### src/rtl/render_pkg.sv
// Shared constants for the raster renderer: screen geometry, palette and FSM encoding.
package render_pkg;

  localparam int SCREEN_W    = 160;
  localparam int SCREEN_H    = 120;
  localparam int GROUND_Y    = 100;
  localparam int LANE_H      = 10;
  localparam int PLAYER_X    = 20;
  localparam int PLAYER_SIZE = 8;

  localparam logic [2:0] COL_BLACK   = 3'b000;
  localparam logic [2:0] COL_RED     = 3'b100;
  localparam logic [2:0] COL_GREEN   = 3'b010;
  localparam logic [2:0] COL_MAGENTA = 3'b101;
  localparam logic [2:0] COL_WHITE   = 3'b111;

  typedef enum logic [1:0] {
    IDLE  = 2'd0,
    SCAN  = 2'd1,
    FLUSH = 2'd2,
    DONE  = 2'd3
  } state_t;

endpackage

### src/rtl/pixel_shader.sv
// Combinational colour of one pixel from the frame snapshot; player beats obstacles beats ground.
module pixel_shader
  import render_pkg::*;
(
  input  logic [7:0]          x,
  input  logic [6:0]          y,
  input  logic [SCREEN_W-1:0] lane0,
  input  logic [SCREEN_W-1:0] lane1,
  input  logic [4:0]          height,
  input  logic                dead,
  output logic [2:0]          colour
);

  localparam logic [7:0] PX_LO  = 8'(PLAYER_X);
  localparam logic [7:0] PX_HI  = 8'(PLAYER_X + PLAYER_SIZE - 1);
  localparam logic [7:0] PY_TOP = 8'(GROUND_Y - PLAYER_SIZE);
  localparam logic [7:0] PY_BOT = 8'(GROUND_Y - 1);
  localparam logic [7:0] L0_TOP = 8'(GROUND_Y - LANE_H);
  localparam logic [7:0] L0_BOT = 8'(GROUND_Y - 1);
  localparam logic [7:0] L1_TOP = 8'(GROUND_Y - 2*LANE_H);
  localparam logic [7:0] L1_BOT = 8'(GROUND_Y - LANE_H - 1);
  localparam logic [7:0] GND    = 8'(GROUND_Y);

  logic [7:0] row;
  logic [7:0] p_top;
  logic [7:0] p_bot;
  logic       in_player;
  logic       in_lane0;
  logic       in_lane1;

  // Sprite rises with height; geometry check in the top keeps these from wrapping.
  assign row       = {1'b0, y};
  assign p_top     = PY_TOP - {3'b000, height};
  assign p_bot     = PY_BOT - {3'b000, height};
  assign in_player = (x >= PX_LO) && (x <= PX_HI) && (row >= p_top) && (row <= p_bot);
  assign in_lane0  = lane0[x] && (row >= L0_TOP) && (row <= L0_BOT);
  assign in_lane1  = lane1[x] && (row >= L1_TOP) && (row <= L1_BOT);

  always_comb begin
    colour = COL_BLACK;
    if (in_player)       colour = dead ? COL_MAGENTA : COL_GREEN;
    else if (in_lane0)   colour = COL_RED;
    else if (in_lane1)   colour = COL_RED;
    else if (row >= GND) colour = COL_WHITE;
  end

endmodule

### src/rtl/frame_renderer.sv
// Sweeps the framebuffer once per start request and streams registered pixel writes to the VGA adapter.
module frame_renderer
  import render_pkg::*;
(
  input  logic                clock,
  input  logic                resetn,
  input  logic                start,
  input  logic [SCREEN_W-1:0] lane0,
  input  logic [SCREEN_W-1:0] lane1,
  input  logic [4:0]          height,
  input  logic                dead,
  output logic [7:0]          x,
  output logic [6:0]          y,
  output logic [2:0]          colour,
  output logic                plot,
  output logic                busy,
  output logic                done
);

  if (GROUND_Y < PLAYER_SIZE + 31 || GROUND_Y < 2*LANE_H) begin : g_bad_geometry
    $error("frame_renderer: row bounds would underflow");
  end

  localparam logic [7:0] X_LAST = 8'(SCREEN_W - 1);
  localparam logic [6:0] Y_LAST = 7'(SCREEN_H - 1);

  state_t              state;
  state_t              state_next;
  logic [7:0]          cnt_x;
  logic [6:0]          cnt_y;
  logic                last_pix;
  logic [SCREEN_W-1:0] snap_lane0;
  logic [SCREEN_W-1:0] snap_lane1;
  logic [4:0]          snap_height;
  logic                snap_dead;
  logic [7:0]          s1_x;
  logic [6:0]          s1_y;
  logic                s1_valid;
  logic [2:0]          shade;

  assign last_pix = (cnt_x == X_LAST) && (cnt_y == Y_LAST);

  always_comb begin
    state_next = state;
    case (state)
      IDLE:    if (start) state_next = SCAN;
      SCAN:    if (last_pix) state_next = FLUSH;
      FLUSH:   state_next = DONE;
      DONE:    state_next = IDLE;
      default: state_next = IDLE;
    endcase
  end

  always_ff @(posedge clock) begin
    if (!resetn) state <= IDLE;
    else         state <= state_next;
  end

  always_ff @(posedge clock) begin
    if (!resetn) begin
      cnt_x       <= '0;
      cnt_y       <= '0;
      snap_lane0  <= '0;
      snap_lane1  <= '0;
      snap_height <= '0;
      snap_dead   <= 1'b0;
    end else if (state == IDLE && start) begin
      cnt_x       <= '0;
      cnt_y       <= '0;
      snap_lane0  <= lane0;
      snap_lane1  <= lane1;
      snap_height <= height;
      snap_dead   <= dead;
    end else if (state == SCAN && !last_pix) begin
      if (cnt_x == X_LAST) begin
        cnt_x <= '0;
        cnt_y <= cnt_y + 7'd1;
      end else begin
        cnt_x <= cnt_x + 8'd1;
      end
    end
  end

  // Coordinate stage: the shader evaluates this, then the result is registered to the adapter.
  always_ff @(posedge clock) begin
    if (!resetn) begin
      s1_x     <= '0;
      s1_y     <= '0;
      s1_valid <= 1'b0;
    end else begin
      s1_x     <= cnt_x;
      s1_y     <= cnt_y;
      s1_valid <= (state == SCAN);
    end
  end

  pixel_shader u_shader (
    .x      (s1_x),
    .y      (s1_y),
    .lane0  (snap_lane0),
    .lane1  (snap_lane1),
    .height (snap_height),
    .dead   (snap_dead),
    .colour (shade)
  );

  always_ff @(posedge clock) begin
    if (!resetn) begin
      x      <= '0;
      y      <= '0;
      colour <= COL_BLACK;
      plot   <= 1'b0;
      busy   <= 1'b0;
      done   <= 1'b0;
    end else begin
      x      <= s1_valid ? s1_x : 8'd0;
      y      <= s1_valid ? s1_y : 7'd0;
      colour <= s1_valid ? shade : COL_BLACK;
      plot   <= s1_valid;
      busy   <= (state == SCAN) || (state == FLUSH);
      done   <= (state == DONE);
    end
  end

endmodule
### config.mk
export PLATFORM = sky130hd
export DESIGN_NAME = frame_renderer
export DESIGN_NICKNAME = d
export VERILOG_FILES = /design/src/rtl/render_pkg.sv /design/src/rtl/pixel_shader.sv /design/src/rtl/frame_renderer.sv
export SDC_FILE = /design/constraint.sdc
export NUM_CORES = 1
export LEC_CHECK = 0
export ABC_AREA = 0
export ABC_CLOCK_PERIOD_IN_PS = 3100
export CAP_MARGIN = 20
export CORE_MARGIN = 1
export CORE_UTILIZATION = 40
export DETAILED_ROUTE_END_ITERATION = 8
export GPL_ROUTABILITY_DRIVEN = 0
export GPL_TIMING_DRIVEN = 0
export PLACE_DENSITY = 0.7
export SYNTH_ARGS = -nofsm -noshare
export SYNTH_HDL_FRONTEND = slang
export SYNTH_HIERARCHICAL = 1
export SYNTH_SLANG_ARGS = --single-unit
### constraint.sdc
create_clock -name clock -period 3.1 [get_ports clock]
set_clock_uncertainty 0.05 [all_clocks]
set_input_delay 0.62 -clock clock [delete_from_list [all_inputs] [get_ports clock]]
set_output_delay 0.62 -clock clock [all_outputs]
set_load 0.05 [all_outputs]
## Yosys cells after proc, flatten, opt, wreduce, memory -nomap -nowiden

Index checks and enable logic that the tools add are counted.

| word-level totals | value |
|---|---|
| register bits after elaboration | 380 |
| bits in latches | 0 |
| bits in writable memories | 0 |
| memory bits (read-only) | 0 |
| input port bits | 329 |
| output and inout port bits | 21 |
| word-level logic and storage cells | 68 |
| memories kept | 0 |

| cells by class | value |
|---|---|
| add/sub/neg operators | 4 |
| multiply operators | 0 |
| div/mod/pow operators | 0 |
| $lt $le $gt $ge | 10 |
| equal/unequal tests | 7 |
| shift operators | 0 |
| muxes and demuxes | 13 |
| bitwise logic cells | 1 |
| reductions and logical operators | 17 |

Operator list:

| operator | count |
|---|---|
| 7-bit >= comparator, second input constant | 3 |
| 1-bit binary-select mux with 8-bit select | 2 |
| 7-bit by 5-bit subtractor with 8-bit output, first input constant | 2 |
| 3-bit 2-to-1 mux | 5 |
| 7-bit <= comparator, second input constant | 2 |
| 1-bit logical AND | 10 |
| 8-bit by 9-bit < comparator with 1-bit output, second input constant | 1 |
| 8-bit by 1-bit adder with 8-bit output, second input constant | 1 |
| 8-bit == test, second input constant | 1 |
| 7-bit by 8-bit >= comparator with 1-bit output | 1 |
| 8-bit by 5-bit >= comparator with 1-bit output, second input constant | 1 |
| 7-bit by 8-bit <= comparator with 1-bit output | 1 |
| 8-bit by 5-bit <= comparator with 1-bit output, second input constant | 1 |
| 8-bit 2-to-1 mux | 1 |
| 2-bit case mux with 4 select lines | 1 |
| 7-bit by 1-bit adder with 7-bit output, second input constant | 1 |
| 7-bit == test, second input constant | 1 |
| 2-bit AND reduction | 3 |
| 2-bit == test, second input constant | 2 |
| 2-bit 2-to-1 mux | 2 |
| 2-bit != test, second input constant | 2 |
| 2-bit by 1-bit == test with 1-bit output, second input constant | 1 |
| 2-bit zero test | 1 |
| 1-bit 2-to-1 mux | 2 |
| 4 further kinds | 4 |

## Depth between registers and ports, before layout

Gate-level depths: netlist of the first run.

| logic depth | value |
|---|---|
| depth in word-level cells | 7 |
| depth in mapped cells | 13 |
| mapped depth without buffers | 12 |

## Cells and area by module

Netlist of the first run, hierarchy kept.

By module, submodules not included:

| module | instances | cells each | area an instance (um2) | sequential area each (um2) |
|---|---|---|---|---|
| frame_renderer | 1 | 1600 | 13780.7 | 7607.3 |
| pixel_shader | 1 | 291 | 3305.7 | 0.0 |

## Worst setup path before layout of the first run

OpenSTA, ideal clock, no wires.

| timing path | value |
|---|---|
| path type | register to register |
| start | register s1_x[1] |
| end | register colour[2] |
| library setup time | 0.116 ns |
| data arrival time | 2.403 ns |
| required time | 2.934 ns |
| path slack | 0.531 ns |
| stages on the path, launching flop included | 13 |
| buffers on the path | 4 |
| period minus slack after synthesis | 2.569 ns |
| path through | dfxtp_1 > buf_6 > buf_8 > buf_2 > buf_2 > mux2i_1 > o22ai_1 > a2111oi_0 > o21ai_0 > nand3_1 > a21oi_1 > o32a_1 > and3_1 |

| between the ends | value |
|---|---|
| cells in the longest elaborated chain, start to end | 7 |
| elaborated cells on any way between the ends | 16 |
| classes of those cells | order compare (2); mux (7); reduce/logical (7) |

Ends and longest elaborated chain:

| element | RTL line | RTL |
|---|---|---|
| start: declaration | frame_renderer.sv:36 | `logic [7:0] s1_x;` |
| start signal: assignment | frame_renderer.sv:91 | `s1_x <= cnt_x;` |
| 1-bit binary-select mux with 8-bit select | pixel_shader.sv:37 | `assign in_lane1 = lane1[x] && (row >= L1_TOP) && (row <= L1_BOT);` |
| 1-bit 2-to-1 mux (implied by the code) | pixel_shader.sv:37 |  |
| 1-bit logical AND (2 in a row) | pixel_shader.sv:37 |  |
| 3-bit 2-to-1 mux | pixel_shader.sv:43 | `else if (in_lane1) colour = COL_RED;` |
| 3-bit 2-to-1 mux | pixel_shader.sv:42 | `else if (in_lane0) colour = COL_RED;` |
| 3-bit 2-to-1 mux * | pixel_shader.sv:41 | `if (in_player) colour = dead ? COL_MAGENTA : COL_GREEN;` |
| via shade[2] | frame_renderer.sv:39 | `logic [2:0] shade;` |
| end signal: assignment | frame_renderer.sv:118 | `colour <= s1_valid ? shade : COL_BLACK;` |
| end: declaration | frame_renderer.sv:14 | `output logic [2:0] colour,` |

The timed path passes the listed nets; every way through them passes the cells marked *. The select of a mux whose other input is x is not followed.
A chain may end at the register's enable or synchronous reset.

## Final worst setup path of the first run

Same ends and word-level chain as after synthesis.

==> results of run 1 <==
-- critical path: stages, from the launching register on --
cell and delay, ps:
dfxtp_1 370, buf_8 200, buf_12 200, buf_8 210, buf_6 200, mux4_2 320, a2111oi_0 390, o21ai_1 180
nand3_1 130, a21oi_2 90, o32a_1 360, and3_1 200
-- worst paths after layout --
path,from,end,cells past startpoint
hold / removal,snap_lane1[42],snap_lane1[42],2
setup / recovery,s1_x[1],colour[2],11
hold reg to reg,snap_lane1[42],snap_lane1[42],2
setup reg to reg,s1_x[1],colour[2],11
-- layout make-up --
class	count	share of cell area (%)
Inverter	21	0.343
Clock inverter	14	0.839
Buffer	144	3.49
Clock buffer	62	5.65
Antenna cell	4	0.0436
Sequential cell	380	33.1
Tap cell	539	2.94
Multi-Input combinational cell	1346	38.4
Timing Repair Buffer	349	15.2
-- cell usage in the layout, fill, tap and decap left out, types with 6 or more instances in the layout --
master and count:
o221ai_1 6, ha_1 23, clkinv_2 8, clkbuf_1 112, mux4_1 18, inv_1 21
nor2_1 14, nand3_1 12, a21oi_1 16, dfxtp_1 379, a21boi_0 326, o21ai_0 14
nor2b_1 6, clkbuf_8 16, clkbuf_16 43, nand2_1 675, mux2i_1 33, and2_1 19
mux4_2 52, and3_1 19, clkdlybuf4s50_1 348, buf_1 7, buf_12 7, buf_4 6
a211oi_1 6
-- power groups by stage --
stage / registers [mW] / logic, mW / clock network [mW]
3_5_place_dp: 6.20 / 3.78 / 0
5_1_grt: 6.19 / 4.25 / 5.59
2_1_floorplan: 6.09 / 2.40 / 0
4_1_cts: 6.09 / 3.84 / 5.37
3_3_place_gp: 6.15 / 3.68 / 0
6_report: 6.09 / 3.83 / 5.30
-- sequential cells by signal, indices dropped and copies added (netlist names) --
signal,cells
busy,1
cnt_x,8
cnt_y,7
colour,3
done,1
plot,1
s1_valid,1
s1_x,8
s1_y,7
snap_dead,1
snap_height,5
snap_lane0,160
snap_lane1,160
state,2
x,8
y,7
-- layer usage --
| layer | part of all wire, % | vias up | wire length, microns | GRT usage (%) |
|---|---|---|---|---|
| met5 | 0.023 | - | 13 | 0 |
| met4 | 2.0 | 2 | 1150 | 6.21 |
| met3 | 6.1 | 77 | 3420 | 3.50 |
| met2 | 48 | 506 | 27200 | 44.6 |
| met1 | 44 | 7097 | 24700 | 33.2 |
| li1 | - | 7248 | - | - |
-- timing repair --
item	4_1_cts	5_1_grt
pin swaps	2	0
buffers inserted	1	0
gates resized for setup	57	7
setup endpoints to repair	1	98
-- stage by stage --
step	hold slack, ps	worst slack, ps	utilization (%)	power (mW)	instance area (sq um)
after floorplan	389	531	-	8.49	17100
after global placement	397	-1000	50.5	9.83	21200
after detailed placement	404	-1010	50.5	9.97	21200
after CTS	412	0.118	54.6	15.3	22900
after global routing	426	-55.0	54.6	16.0	23000
final	410	43.9	54.6	15.2	23000
-- logic make-up (layout without fill, tap and decap cells) --
logic type | after synthesis | count (layout) | synth area share [%]
simple gates | 785 | 785 | 18.8
other cells | 0 | 4 | 0
flops | 380 | 380 | 44.5
compound gates | 421 | 421 | 18.4
fa+ha+maj | 23 | 23 | 1.68
buf+inv | 165 | 590 | 4.27
mux | 111 | 111 | 12.1
xor+xnor | 6 | 6 | 0.308
==> run metrics, run 1 <==
synth top area cells dfxtp_1 45%, nand2_1 15%, a21boi_0 14%; total grt overflow 0; Tot GR Track Use 25.5%; clock net sink count 380; vias in the first global route 15143; Placed Instances 2778; hold-fix buffer count after cts 0; reg2reg setup slack 40 ps; Synth top area share 44.5%; FF+latch area 7610 sq um; CTS tree done; Die Area 43500 sq um; DRC 0; crit end category register; footprint of the multi-input gates 8810 sq um; net load switching power 4.73 mW; Max Fclk 0.327 GHz; cts bufs inserted 42; fraction of registers with async set/reset 0%; Synth Warn # 6; Die Span X 209 microns; area leader, netlist dfxtp_1; CTS Root Cell clkbuf_16; Syn-to-layout area delta 34.4%; share of total power in combinational logic 25.2%; Clock Path Buffers 3; Worst Path Max Fanout 10; Synth Flop Type dfxtp_1; worst-skew pair later-pin latency 550 ps; syn_nets 2243; Finished Layout Cells 2859; CP Data Required Time 3470 ps; Vias/cell 5.22; Leak 8.32 nW; largest net degree at the start of global routing 14; Syn Area/Cell 9.04 sq um; max_slew headroom 31.2%; max cap viols 0; HPWL after DPL 42.6 mm; sequential area share after synthesis 44.5%; clock group share of total power 34.8%; antenna violations before repair 4; PwrDens 663 nW/um^2; Slew Limit Fails 0; drt initial violations 836; Detailed Route WL 56.5 mm; IO Pins 350; Starting Density 40.6%; crit start category register; Min-Delay Path Class reg2reg; Syn Inst Count 1891; Switching Share 31.1%; Max IR drop VDD 0.000386 V; CP Class reg2reg; row count 75; Vert. Die Dim 209 microns; setup TNS 0 ps; Final Cycle Share 98.6%; number of flops mapped to enable cells by yosys 0; Mapped Area 17100 sq um; most frequent cells after synthesis 675 x nand2_1, 380 x dfxtp_1, 326 x a21boi_0, 113 x clkbuf_1, 52 x mux4_2; fin crit period 3060 ps; first-pass GRT wire length 84.9 mm; status finished, final reports clean; register clock-pin slew on the reported worst setup and hold paths 60 ps; sequential share of power 40.0%; wire length per cell 19.7 microns; Critical Path AT 3420 ps; Power Internal 10.5 mW; DR pass1 iterations 5; Antenna Nets Post-Route 0; synthesized flop and latch total 380; Fillers 3822; Final setup viols 0; Layout Nets 2636; CTS H-Tree Depth 2; input/output buffers 348; most numerous cell in the Yosys netlist nand2_1; via count 14930; synth unique cells 70; core area 42000 sq um; unrepaired setup endpoints after global routing true; layout cell share with drive strength beyond 1 7.86%; Slew @ Worst Pin 1030 ps; Fin. Hold Viols 0
Power figures use the tool's default switching activity.
==> run 2: changes to the inputs <==
Settings changed: ABC_AREA 0 to 1, CORE_ASPECT_RATIO set to 1.1.
==> run metrics, run 2 <==
Fin. Hold Viols 0 (unchanged); Syn-to-layout area delta 32.4%; PwrDens 746 nW/um^2 (+13%); final worst slack 136 ps (+92.6 ps); sequential area share after synthesis 43.8% (-0.69 points); worst-path cell chain nand2_1, inv_1, buf_2, nand3_1, nand2_1, nor2_1, nand2_1, nand3_1, nand3_1, nand3_1, a21oi_1, nor2_1, nor2_1, inv_1, nor2_1; Syn Inst Count 2586 (+37%); Vert. Die Dim 220 microns (+5.6%); via count 18091 (+21%); Post-DP Area 21500 sq um (+1.4%); Max Used Layer met4; Leak 9.77 nW (+17%); area leader, netlist dfxtp_1; DRC 0 (unchanged); register clock-pin slew on the reported worst setup and hold paths 60 ps (about the same); clock net sink count 380 (unchanged); Slew @ Worst Pin 1030 ps (+2.26 ps); simple-gate share of the synthesized area 30.8% (+12 points); input/output buffers 348 (unchanged); PnR Total Power 17.1 mW (+13%); CTS Root Cell clkbuf_16; worst-skew pair later-pin latency 560 ps (about the same); count of buffer and inverter cells on the critical path 3 (-1); Final setup viols 0 (unchanged); crit start category register; wire length per cell 17.9 microns (-9.4%); antenna violations before repair 0 (-4); Starting Density 40.8% (+0.19 points); Synth top area share 43.8% (-0.69 points); Antenna Nets Post-Route 0 (unchanged); syn_nets 2938 (+31%); Layout Nets 3329 (+26%); crit end category register; met2 WL 29.7 mm (+9.4%); Detailed Route WL 64.0 mm (+13%); largest net degree at the start of global routing 16 (+2); Regs by FF count snap_lane0 x160, snap_lane1 x160; setup TNS 0 ps (unchanged); synthesized flop and latch total 380 (unchanged); Post-Synth XOR/XNOR Area 0.404% (+0.096 points); Synth Warn # 6 (unchanged); Tot GR Track Use 28.5% (+3.0 points); complex-gate fraction of the synthesized area 14.5% (-3.9 points); met3 routed WL 4.85 mm (+42%); commonest non-fill, non-tap cell in the layout nor2_1; unrepaired setup endpoints after global routing false; fin area 23000 sq um (about the same); Clock Path Buffers 3 (unchanged); drt initial violations 1433 (+71%); wire length on met1 26.6 mm (+7.9%); Slew Limit Fails 0 (unchanged); CTS tree done; HPWL after DPL 46.8 mm (+9.8%); fin crit period 2960 ps (-92.6 ps); row count 79 (+5.3%); status finished, final reports clean; CP top delay family simple AND/OR/NAND/NOR gates; CP Data Required Time 3520 ps (+50 ps); CP peak stage delay 520 ps (+130 ps); vias in the first global route 17653 (+17%); Slowest-stage cell, CP nand2_1; first-pass GRT wire length 96.8 mm (+14%); most numerous cell in the Yosys netlist nor2_1; fraction of registers with async set/reset 0% (unchanged); Final Core Density 54.1% (-0.56 points); max_slew headroom 31.1% (-0.15 points); Critical Path AT 3390 ps (-30 ps); Setup Fix Bufs, Post-CTS 0 (-1); Synth Flop Type dfxtp_1; Vias/cell 5.06 (-3.1%); Finished Layout Cells 3575 (+25%); synth unique cells 40 (-43%); core area 42500 sq um (+1.1%); multiplexer share of the synthesized area 0% (-12 points); number of flops mapped to enable cells by yosys 0 (unchanged); tightest hold margin 381 ps (-28.7 ps); IO Pins 350 (unchanged); Min-Delay Path Class reg2reg; Final Cycle Share 95.6% (-3.0 points); Die Span X 201 microns (-3.9%); post-synthesis adder-cell area fraction 1.66% (-0.026 points); max cap viols 0 (unchanged); synth top area cells dfxtp_1 44%, nor2_1 18%, o21ai_0 8.9%; pre-CTS WS -56.7 ps (+955 ps); most frequent cells in the layout 839 x nor2_1, 391 x nand2_1, 380 x dfxtp_1, 348 x clkdlybuf4s50_1, 308 x o21ai_0; CP Class reg2reg; Max IR drop VDD 0.000329 V (-15%); total grt overflow 0 (unchanged); layout cell share with drive strength beyond 1 6.65% (-1.2 points); n_diodes 0 (-4); largest family of logic cells by synthesized area simple AND/OR/NAND/NOR gates; most frequent cells after synthesis 839 x nor2_1, 391 x nand2_1, 380 x dfxtp_1, 308 x o21ai_0, 135 x inv_1; Fillers 4084 (+6.9%); Max Fclk 0.337 GHz (+3.1%); Syn Area/Cell 6.71 sq um (-26%); cts bufs inserted 41 (-2.4%); Die Area 44200 sq um (+1.6%); Post-CTS Resized 1 (-98%); Worst Path Max Fanout 10 (unchanged); Mapped Area 17400 sq um (+1.6%); CTS H-Tree Depth 2 (unchanged); Placed Instances 3501 (+26%); hold-fix buffer count after cts 0 (unchanged); DR pass1 iterations 7 (+2)
run 2: cell types whose count changed after synthesis, sizes merged, moves of 70 or more:
cell,change
nand3,+90
o21ai,+408
a21boi,-324
mux4,-70
inv,+120
nor2,+829
nand2,-280
buf,+75
run 2: cell families after synthesis:
family | Yosys count
AND/OR/NAND/NOR | 1361
AO/OA/AOI/OAI | 493
flip-flops | 380
buffers and inverters | 321
adder cells (fa/ha/maj) | 23
XOR/XNOR | 8
run 2: worst paths after layout:
path,slack [ps],startpoint,depth (start not counted),to
worst max-delay path,140,s1_x[3],15,colour[2]
worst min-delay path,380,s1_x[1],2,x[1]
worst max register to register,140,s1_x[3],15,colour[2]
worst min register to register,380,s1_x[1],2,x[1]
run 2: tightest hold or removal path, delay by kind of cell (launching register included):
family / cells / cell delay [ps]
AND/OR/NAND/NOR: 1 / 40
buffers and inverters: 1 / 50
flip-flops: 1 / 310
run 2: metal layers:
layer / GRT usage [%] / up-vias
met1: 35.2 / 8167
li1: - / 8974
met2: 48.9 / 785
met3: 4.64 / 165
met4: 13.1 / 0
met5: 0 / -
run 2: area by class of cell:
| cell class | instances | area [sq um] | area share (%) |
|---|---|---|---|
| Multi-Input combinational cell | 1885 | 8220 | 35.8 |
| Sequential cell | 380 | 7610 | 33.1 |
| Timing Repair Buffer | 348 | 3480 | 15.2 |
| Clock buffer | 56 | 1190 | 5.20 |
| Buffer | 173 | 967 | 4.21 |
| Tap cell | 567 | 709 | 3.09 |
| Inverter | 148 | 559 | 2.43 |
| Clock inverter | 18 | 238 | 1.03 |
run 2: power breakdown:
part	leakage (nW)	switching, mW	internal [mW]	total, mW
sequential	3.13	0.679	6.12	6.80
clock	0.699	2.04	3.13	5.17
combinational	5.93	3.17	2.02	5.18
total	9.77	5.89	11.3	17.1
